`src/rtl/rv32m_muldiv_unit.sv`:
```
// Iterative RV32M multiply/divide unit: one shared shift datapath, one bit per cycle,
// fixed latency for every funct3 and every special case.
module rv32m_muldiv_unit #(
    parameter int XLEN = 32
) (
    input  logic            CLK,
    input  logic            RST,
    input  logic            start,
    input  logic [2:0]      funct3,
    input  logic [XLEN-1:0] rs1_val,
    input  logic [XLEN-1:0] rs2_val,
    input  logic [4:0]      rd_addr,
    output logic            busy,
    output logic            done,
    output logic [XLEN-1:0] result,
    output logic [4:0]      rd_out
);

    localparam int CW = $clog2(XLEN);
    localparam logic [XLEN-1:0] MIN_NEG = {1'b1, {(XLEN-1){1'b0}}};

    // Handshake: start is sampled only while idle (busy=0); busy rises on the accept edge
    // and stays high through the single done cycle; result/rd_out are valid while done=1
    // and held until the next operation finishes. start during busy is dropped.
    typedef enum logic [1:0] {IDLE, CALC, DONE} state_t;

    state_t          state;
    logic [CW-1:0]   counter;
    logic            fin;
    logic [2:0]      op;
    logic [4:0]      rd_lat;
    logic [XLEN-1:0] a_mag;
    logic [XLEN-1:0] b_mag;
    logic [XLEN-1:0] hi;
    logic [XLEN-1:0] lo;
    logic            neg_res;
    logic            neg_rem;
    logic            div_zero;
    logic            ovf;

    // Operand decode at accept time
    logic            in_a_signed, in_b_signed, in_neg_a, in_neg_b, in_ovf;
    logic [XLEN-1:0] in_a_mag, in_b_mag;

    always_comb begin
        in_a_signed = (funct3 == 3'd1) || (funct3 == 3'd2) || (funct3 == 3'd4) || (funct3 == 3'd6);
        in_b_signed = (funct3 == 3'd1) || (funct3 == 3'd4) || (funct3 == 3'd6);
        in_neg_a    = in_a_signed && rs1_val[XLEN-1];
        in_neg_b    = in_b_signed && rs2_val[XLEN-1];
        in_a_mag    = in_neg_a ? -rs1_val : rs1_val;
        in_b_mag    = in_neg_b ? -rs2_val : rs2_val;
        in_ovf      = ((funct3 == 3'd4) || (funct3 == 3'd6)) &&
                      (rs1_val == MIN_NEG) && (rs2_val == {XLEN{1'b1}});
    end

    // One iteration of the shared datapath: {hi,lo} shifts right for multiply, left for divide
    logic [XLEN:0] mul_sum;
    logic [XLEN:0] div_r;
    logic [XLEN:0] div_diff;

    always_comb begin
        mul_sum  = {1'b0, hi} + {1'b0, a_mag};
        div_r    = {hi, lo[XLEN-1]};
        div_diff = div_r - {1'b0, b_mag};
    end

    // Sign correction and special-case selection for the final result
    logic [2*XLEN-1:0] prod;
    logic [2*XLEN-1:0] prod_s;
    logic [XLEN-1:0]   quot_s;
    logic [XLEN-1:0]   rem_s;
    logic [XLEN-1:0]   dz_rem;
    logic [XLEN-1:0]   final_res;

    always_comb begin
        prod   = {hi, lo};
        prod_s = neg_res ? -prod : prod;
        quot_s = neg_res ? -lo : lo;
        rem_s  = neg_rem ? -hi : hi;
        dz_rem = neg_rem ? -a_mag : a_mag;
        final_res = '0;
        case (op)
            3'd0:                final_res = prod_s[XLEN-1:0];
            3'd1, 3'd2, 3'd3:    final_res = prod_s[2*XLEN-1:XLEN];
            3'd4, 3'd5:          final_res = div_zero ? {XLEN{1'b1}} : (ovf ? MIN_NEG : quot_s);
            default:             final_res = div_zero ? dz_rem : (ovf ? '0 : rem_s);
        endcase
    end

    always_ff @(posedge CLK or negedge RST) begin
        if (!RST) begin
            state    <= IDLE;
            counter  <= '0;
            fin      <= 1'b0;
            op       <= '0;
            rd_lat   <= '0;
            a_mag    <= '0;
            b_mag    <= '0;
            hi       <= '0;
            lo       <= '0;
            neg_res  <= 1'b0;
            neg_rem  <= 1'b0;
            div_zero <= 1'b0;
            ovf      <= 1'b0;
            busy     <= 1'b0;
            done     <= 1'b0;
            result   <= '0;
            rd_out   <= '0;
        end else begin
            case (state)
                IDLE: begin
                    done <= 1'b0;
                    if (start) begin
                        op       <= funct3;
                        rd_lat   <= rd_addr;
                        a_mag    <= in_a_mag;
                        b_mag    <= in_b_mag;
                        hi       <= '0;
                        lo       <= funct3[2] ? in_a_mag : in_b_mag;
                        neg_res  <= in_neg_a ^ in_neg_b;
                        neg_rem  <= in_neg_a;
                        div_zero <= (rs2_val == '0);
                        ovf      <= in_ovf;
                        counter  <= CW'(XLEN-1);
                        fin      <= 1'b0;
                        busy     <= 1'b1;
                        state    <= CALC;
                    end
                end
                CALC: begin
                    // After the last iteration one more edge registers the corrected result
                    if (fin) begin
                        result <= final_res;
                        rd_out <= rd_lat;
                        done   <= 1'b1;
                        state  <= DONE;
                    end else begin
                        if (op[2]) begin
                            if (!div_diff[XLEN]) begin
                                hi <= div_diff[XLEN-1:0];
                                lo <= {lo[XLEN-2:0], 1'b1};
                            end else begin
                                hi <= div_r[XLEN-1:0];
                                lo <= {lo[XLEN-2:0], 1'b0};
                            end
                        end else if (lo[0]) begin
                            hi <= mul_sum[XLEN:1];
                            lo <= {mul_sum[0], lo[XLEN-1:1]};
                        end else begin
                            hi <= {1'b0, hi[XLEN-1:1]};
                            lo <= {hi[0], lo[XLEN-1:1]};
                        end
                        if (counter == '0) fin <= 1'b1;
                        else               counter <= counter - 1'b1;
                    end
                end
                DONE: begin
                    done  <= 1'b0;
                    busy  <= 1'b0;
                    state <= IDLE;
                end
                default: begin
                    busy  <= 1'b0;
                    done  <= 1'b0;
                    state <= IDLE;
                end
            endcase
        end
    end

endmodule

```
`config.mk`:
```
export PLATFORM = sky130hd
export DESIGN_NAME = rv32m_muldiv_unit
export DESIGN_NICKNAME = d
export VERILOG_FILES = /design/src/rtl/rv32m_muldiv_unit.sv
export SDC_FILE = /design/constraint.sdc
export NUM_CORES = 1
export LEC_CHECK = 0
export CAP_MARGIN = 20
export CELL_PAD_IN_SITES_DETAIL_PLACEMENT = 1
export CELL_PAD_IN_SITES_GLOBAL_PLACEMENT = 1
export CORE_MARGIN = 5
export CORE_UTILIZATION = 35
export CTS_BUF_LIST = sky130_fd_sc_hd__clkbuf_8
export DETAILED_ROUTE_END_ITERATION = 10
export GPL_TIMING_DRIVEN = 0
export PLACE_DENSITY = 0.71
export SETUP_SLACK_MARGIN = 0.3
export SYNTH_ARGS = -nofsm -noshare
export SYNTH_HDL_FRONTEND = slang
export SYNTH_SLANG_ARGS = --single-unit
```
`constraint.sdc`:
```
create_clock -name CLK -period 3.4 [get_ports CLK]
set_input_delay 0.68 -clock CLK [delete_from_list [all_inputs] [get_ports CLK]]
set_output_delay 0.68 -clock CLK [all_outputs]
set_load 0.005 [all_outputs]
```
==> results of run 1 <==
==> final cells by class <==
| class | count | area, um^2 | area share |
|---|---|---|---|
| multi-input cells | 1776 | 12800 | 0.592 |
| flip-flops and latches | 187 | 4720 | 0.218 |
| repair buffers | 199 | 1840 | 0.0850 |
| plain buffers | 154 | 786 | 0.0364 |
| well taps | 615 | 769 | 0.0356 |
| inverters | 73 | 283 | 0.0131 |
| clock buffers | 19 | 262 | 0.0121 |
| clock inverters | 13 | 153 | 0.00706 |
==> routing by layer <==
layer / vias up / global-route usage / wire length [um]
met5: - / 0 / 0
met4: 0 / 0.169 / 5710
met3: 273 / 0.0667 / 6870
met2: 959 / 0.469 / 36900
met1: 9503 / 0.415 / 36200
li1: 8361 / - / -
==> state kept, by name, summed over array words and instances, names as in the netlist <==
name      count
a_mag        32
b_mag        32
busy          1
counter       5
div_zero      1
done          1
fin           1
hi           32
lo           32
neg_rem       1
neg_res       1
op            3
ovf           1
rd_lat        5
rd_out        5
result       32
state         2
==> worst min-delay path by stage <==
stage,endpoint,from,depth (start not counted)
finish,b_mag[15],RST,1
global route,b_mag[15],RST,1
CTS,a_mag[0],RST,1
detailed placement,rd_out[2],rd_lat[2],2
global placement,rd_out[1],rd_lat[1],2
floorplan,a_mag[0],RST,0
==> power by group through the flow <==
stage | logic (W) | clock network [W] | registers, W
2_1_floorplan | 0.0112 | 0 | 0.00407
3_3_place_gp | 0.0162 | 0 | 0.00481
3_5_place_dp | 0.0166 | 0 | 0.00485
4_1_cts | 0.0183 | 0.00174 | 0.00482
5_1_grt | 0.0216 | 0.00180 | 0.00502
6_report | 0.0204 | 0.00173 | 0.00498
==> worst register-to-register path: cells and delay by family (launching register included) <==
family / cells / cell delay (ps)
AOI/OAI and AO/OA: 2 / 290
xor gates and xnor gates: 1 / 150
buffers and inverters: 1 / 210
DFF: 1 / 490
and+or+nand+nor: 6 / 1950
==> metrics by stage <==
stage               hold WS (ps)   util  TNS [ps]  std cells  area [um^2]
floorplan                    384      -         0       2190        17000
global placement             451  0.395  -1291920       2918        18900
detailed placement           465  0.395    -62300       2919        19000
CTS                          155  0.428         0       2992        20500
global route                 187  0.451         0       3036        21600
finish                       116  0.451         0       3036        21600
==> timing repair <==
item / 4_1_cts / 5_1_grt
cloned: 0 / 1
gates resized for setup: 203 / 210
pin swaps: 48 / 70
endpoints found under the setup margin: 106 / 95
setup buffers: 41 / 42
endpoints found under the hold margin: 0 / 0
==> placed cells by master (no fill, tap or decap), types with 16 or more instances in the layout <==
| master | count |
|---|---|
| o31ai_1 | 38 |
| clkbuf_1 | 94 |
| or3_1 | 22 |
| nand2_1 | 269 |
| xor2_1 | 65 |
| o21ai_1 | 29 |
| dfrtp_2 | 31 |
| nor3_1 | 39 |
| mux2i_1 | 73 |
| a31oi_1 | 16 |
| buf_4 | 79 |
| nand4_1 | 22 |
| clkdlybuf4s50_1 | 111 |
| dfrtp_1 | 156 |
| ha_1 | 49 |
| a221oi_2 | 18 |
| inv_1 | 62 |
| nor2_1 | 156 |
| o21ai_0 | 197 |
| a221oi_1 | 29 |
| a21o_1 | 25 |
| a21oi_1 | 139 |
| clkbuf_2 | 27 |
| nand2b_1 | 24 |
| xnor2_1 | 143 |
| o211ai_1 | 19 |
| clkbuf_8 | 21 |
| nand3_1 | 32 |
| a211oi_1 | 19 |
==> kinds of logic after synthesis <==
logic type,after synthesis,share of synthesized area
and+or+nand+nor,693,0.191
adders and majority gates,74,0.0553
muxes,79,0.0469
DFF,187,0.275
AOI/OAI and AO/OA,704,0.265
buffers and inverters,227,0.0510
xor gates and xnor gates,226,0.116
==> key figures, run 1 <==
Timing
  • Max_slew headroom: 0.314
  • RSZ-0062 raised after global routing: yes
  • Max-slew violation count: 0
  • Final setup viols: 0
  • Clk_skew: 39.2 ps
  • Final setup margin: 207 ps
  • Fin crit period: 3190 ps
  • Slew @ Worst Pin: 1030 ps
  • Final hold vios: 0
  • Post-route clock period utilization: 0.939
  • Achievable Freq: 313 MHz

Detailed routing
  • Starting DRT DRC Count: 1838
  • Drt wl/cell: 28.2 um
  • DR DRC count: 0
  • Routed Antenna Nets: 0
  • Routed Wire Length: 85700 um
  • Routed via count: 19100
  • Vias per cell: 6.29
  • Router iterations before antenna repair: 6

Critical path
  • CP Max Fanout: 7
  • Crit. Startpoint: hi[17]
  • CP max stage cell: or4_1
  • Worst reg2reg path depth: 10
  • Critical path destination: result[30]
  • CP Cell Sequence: clkbuf_4, or3_4, or3_4, or3_4, or4_1, nand2_1, xor2_1, o21ai_0, a21oi_1, nor3_2
  • Worst EP arrival: 3680 ps
  • CP most frequent cell: or3_4
  • Reg-to-reg startpoint: hi[17]
  • Critical path type: reg2reg
  • Cell count along the critical path: 10
  • Buffers plus inverters on the worst setup path: 1
  • Worst Setup End Kind: flop
  • R2r endpoint: result[30]
  • R2R setup slack: 210 ps
  • Startpoint Class: flop
  • CP peak stage delay: 550 ps
  • CP required: 3890 ps
  • Crit path max-delay family: simple AND/OR/NAND/NOR gates

Run status
  • Status: complete, no violations

Yosys
  • Flops & latches, synth: 187
  • Seq/Total Area, Yosys: 0.275
  • Cell variety after synth: 81
  • Top_reg_cell synth: dfrtp_1
  • Top-area cell type share of the netlist area: 0.275
  • Avg Cell Area, Syn: 7.77 um^2
  • Post-synth top cells: nand2_1, o21ai_0, dfrtp_1
  • Yosys warns: 0
  • Area leader, netlist: dfrtp_1
  • Asr flop ratio synth: 1.00
  • Synth top area cells: dfrtp_1, xnor2_1, o21ai_0, nand2_1, ha_1
  • Synthesized area: 17000 um^2
  • Syn Nets: 2339
  • EDFF count, synth: 0
  • Top-count cell post-synth: nand2_1
  • Synth Instances: 2190

Layout
  • Ant diodes: 0
  • Layout fillers: 5734
  • P&R area growth vs syn: 27.0%
  • Nets: 2557
  • Share of layout cells above drive strength 1: 0.176

GRT
  • Initial antenna violation count: 1
  • First-pass GRT wire length: 125000 um
  • Largest net degree at the start of global routing: 99
  • Grt ovf: 0
  • Global-route usage over all layers: 0.310
  • Vias in the first global route: 19000

Floorplanning
  • Starting Density: 0.355
  • Core ar.: 47900 um^2
  • Die X: 231 um
  • Num rows: 80
  • Die Height: 231 um
  • Die area: 53200 um^2
  • I/O Pins: 114

Clock network
  • Clk_lat worst skew: 620 ps
  • # hold bufs at CTS: 0
  • Clock transition at path regs: 110 ps
  • Clock buffer count from CTS: 17
  • Clk sinks: 187
  • H-tree Lvls: 4
  • Root buffer cell: clkbuf_8
  • CTS tree: built
  • Max Buffers Root-to-Sink: 2

Pwr
  • Internal power: 0.0120 W
  • P_sw: 0.0151 W
  • Clk pwr share: 0.064
  • Leak Pwr: 8.48 nW
  • Max IR drop VDD: 421 uV
  • Reg power frac: 0.184
  • Combinational share of power: 0.753
  • Pwr Total: 0.0271 W
  • PwrDens: 1250 nW/um^2
  • Sw Share: 0.556

Place
  • # port buffers: 113
  • Pre-CTS setup slack: -1210 ps
  • Routability Congestion: 1.02
  • Post-DP HPWL: 67100 um

Flow run
  • Max-Cap Viols: 0

Worst hold path
  • Worst hold path class: in2async
(Power assumes the default switching activity.)
==> inputs of run 2 (changes only) <==
--- a/config.mk
+++ b/config.mk
@@ -8,7 +8,7 @@
 export CAP_MARGIN = 20
 export CELL_PAD_IN_SITES_DETAIL_PLACEMENT = 1
 export CELL_PAD_IN_SITES_GLOBAL_PLACEMENT = 1
-export CORE_MARGIN = 5
+export CORE_MARGIN = 2
 export CORE_UTILIZATION = 35
 export CTS_BUF_LIST = sky130_fd_sc_hd__clkbuf_8
 export DETAILED_ROUTE_END_ITERATION = 10
==> run 2 against run 1 <==
  * Via count is essentially flat
  * Hold slack lost 61 ps
  * First-iteration DRC count shrank 7.5%
  * Clock skew shrank 18 ps
  * Sequential share of layout area shrank 0.56 points
  * Clock power is essentially flat
  * Clock-buffer cell count is the same
==> key figures, run 2 (synthesis results as in run 1) <==
Clock network
  • # hold bufs at CTS: 0 (unchanged)
  • Root buffer cell: clkbuf_8
  • Max Buffers Root-to-Sink: 2 (unchanged)
  • Clk_lat worst skew: 600 ps (-20 ps)
  • Clock buffer count from CTS: 17 (unchanged)
  • Clock transition at path regs: 120 ps (about the same)
  • Clk sinks: 187 (unchanged)
  • CTS tree: built
  • H-tree Lvls: 4 (unchanged)

Critical path
  • CP Max Fanout: 4 (-3)
  • Worst Setup End Kind: flop
  • Startpoint Class: flop
  • CP required: 3860 ps (-30 ps)
  • Critical path type: reg2reg
  • Worst EP arrival: 3710 ps (+30 ps)

Layout
  • Fin cells: 3045 (+0.30%)
  • Nets: 2564 (+0.27%)
  • Most common cell after layout, fill and taps aside: nand2_1
  • P&R area growth vs syn: 30.2%
  • Share of layout cells above drive strength 1: 0.193 (+0.0168)
  • Most frequent cells in the layout: nand2_1, o21ai_0, dfrtp_1

Pwr
  • Max IR drop VDD: 440 uV (+4.4%)
  • Leak Pwr: 8.68 nW (+2.4%)
  • PwrDens: 1280 nW/um^2 (+1.7%)

Detailed routing
  • Starting DRT DRC Count: 1701 (-7.5%)
  • Router iterations before antenna repair: 5 (-1)
  • Vias per cell: 6.27 (-0.32%)
  • Routed Wire Length: 87900 um (+2.6%)
  • Routed via count: 19100 (-0.026%)
  • Drt wl/cell: 28.9 um (+2.3%)
  • Routed Antenna Nets: 0 (unchanged)
  • DR DRC count: 0 (unchanged)

Run status
  • Status: complete, no violations

GRT
  • Grt ovf: 0 (unchanged)
  • Global-route usage over all layers: 0.342 (+0.0318)
  • GRT met1 Usage: 0.462 (+0.0466)
  • Gr busiest metal: met2
  • First-pass GRT wire length: 126000 um (+1.1%)
  • Largest net degree at the start of global routing: 105 (+6.1%)
  • Met3 usage: 0.0524 (-0.0143)
  • Initial antenna violation count: 1 (unchanged)
  • Met2 Use GR: 0.524 (+0.0554)
  • Vias in the first global route: 19000 (-0.047%)

Timing
  • Final hold vios: 0 (unchanged)
  • Final TNS setup: 0 ps (unchanged)
  • Max-slew violation count: 0 (unchanged)
  • RSZ-0062 raised after global routing: yes
  • Achievable Freq: 307 MHz (-1.9%)
  • Post-route clock period utilization: 0.957 (+0.0180)
  • Fin crit period: 3250 ps (+61.3 ps)
  • Hold WS: 54.9 ps (-61.4 ps)
  • Final setup viols: 0 (unchanged)
  • Slew @ Worst Pin: 1130 ps (+104 ps)
  • Max_slew headroom: 0.244 (-0.0698)
  • Clk_skew: 21.3 ps (-17.9 ps)

Floorplanning
  • Num rows: 80 (unchanged)
  • Starting Density: 0.356 (+0.000743)
  • Die area: 50400 um^2 (-5.1%)
  • Core ar.: 47800 um^2 (-0.21%)
  • Die X: 225 um (-2.6%)
  • I/O Pins: 114 (unchanged)
  • Die Height: 225 um (-2.6%)

Place
  • Post-DP HPWL: 67900 um (+1.2%)
  • Routability Congestion: 0.999 (-2.2%)
  • # port buffers: 113 (unchanged)
  • Placed instance count: 2920 (+0.034%)

Flow run
  • Max-Cap Viols: 0 (unchanged)

Worst hold path
  • Worst hold path class: in2async
run 2: cell type report:
cell class | count | area, um^2
Sequential cell | 187 | 4720
Clock inverter | 13 | 155
Inverter | 73 | 289
Tap cell | 615 | 769
Fill cell | 5685 | 25700
Multi-Input combinational cell | 1776 | 13200
Antenna cell | 2 | 5.00
Clock buffer | 19 | 262
Buffer | 154 | 797
Timing Repair Buffer | 206 | 1960
run 2: metrics by stage:
stage	setup slack (ps)	utilization	power [W]	area, um^2
after floorplan	299	-	0.0152	17000
after detailed placement	-1140	0.396	0.0215	19000
final	146	0.463	0.0283	22200
after CTS	212	0.434	0.0253	20800
after global routing	137	0.463	0.0297	22200
after global placement	-6770	0.396	0.0211	18900
run 2: routing by layer:
layer  share of wire  wire [um]
met2            0.44      38500
met1            0.42      37200
met5               0          0
met4           0.065       5690
met3           0.074       6520
run 2: path summary, 6_finish.rpt:
| check | start | to | slack, ps | cells past startpoint |
|---|---|---|---|---|
| setup / recovery | a_mag[2] | result[20] | 150 | 9 |
| hold / removal | RST | result[28] | 50 | 1 |
| setup reg to reg | a_mag[2] | result[20] | 150 | 9 |
| hold reg to reg | rd_lat[2] | rd_out[2] | 480 | 2 |
| max in group asynchronous | RST | a_mag[5] | 2260 | 2 |
| min in group CLK | rd_lat[2] | rd_out[2] | 480 | 2 |
run 2: power breakdown:
group          switching [W]  total, W  internal [W]
Combinational         0.0130    0.0216       0.00858
Sequential           0.00170   0.00500       0.00330
Clock                0.00101   0.00172      0.000712
Total                 0.0157    0.0283        0.0126
run 2: timing repair:
| item | in CTS | in global routing |
|---|---|---|
| setup endpoints to repair | 107 | 95 |
| gates cloned | 2 | 0 |
| buffers inserted | 48 | 41 |
| resized for setup | 236 | 257 |
| endpoints found under the hold margin | 0 | 0 |
| pin swaps | 63 | 116 |
run 2: worst max-delay path: stages (launching register included):
cell and delay, ps:
dfrtp_2 470, or4_4 590, nor3_4 260, nand4_1 300
buf_4 240, buf_4 150, o41ai_1 330, xnor2_1 150
a221oi_1 480, o31ai_1 130
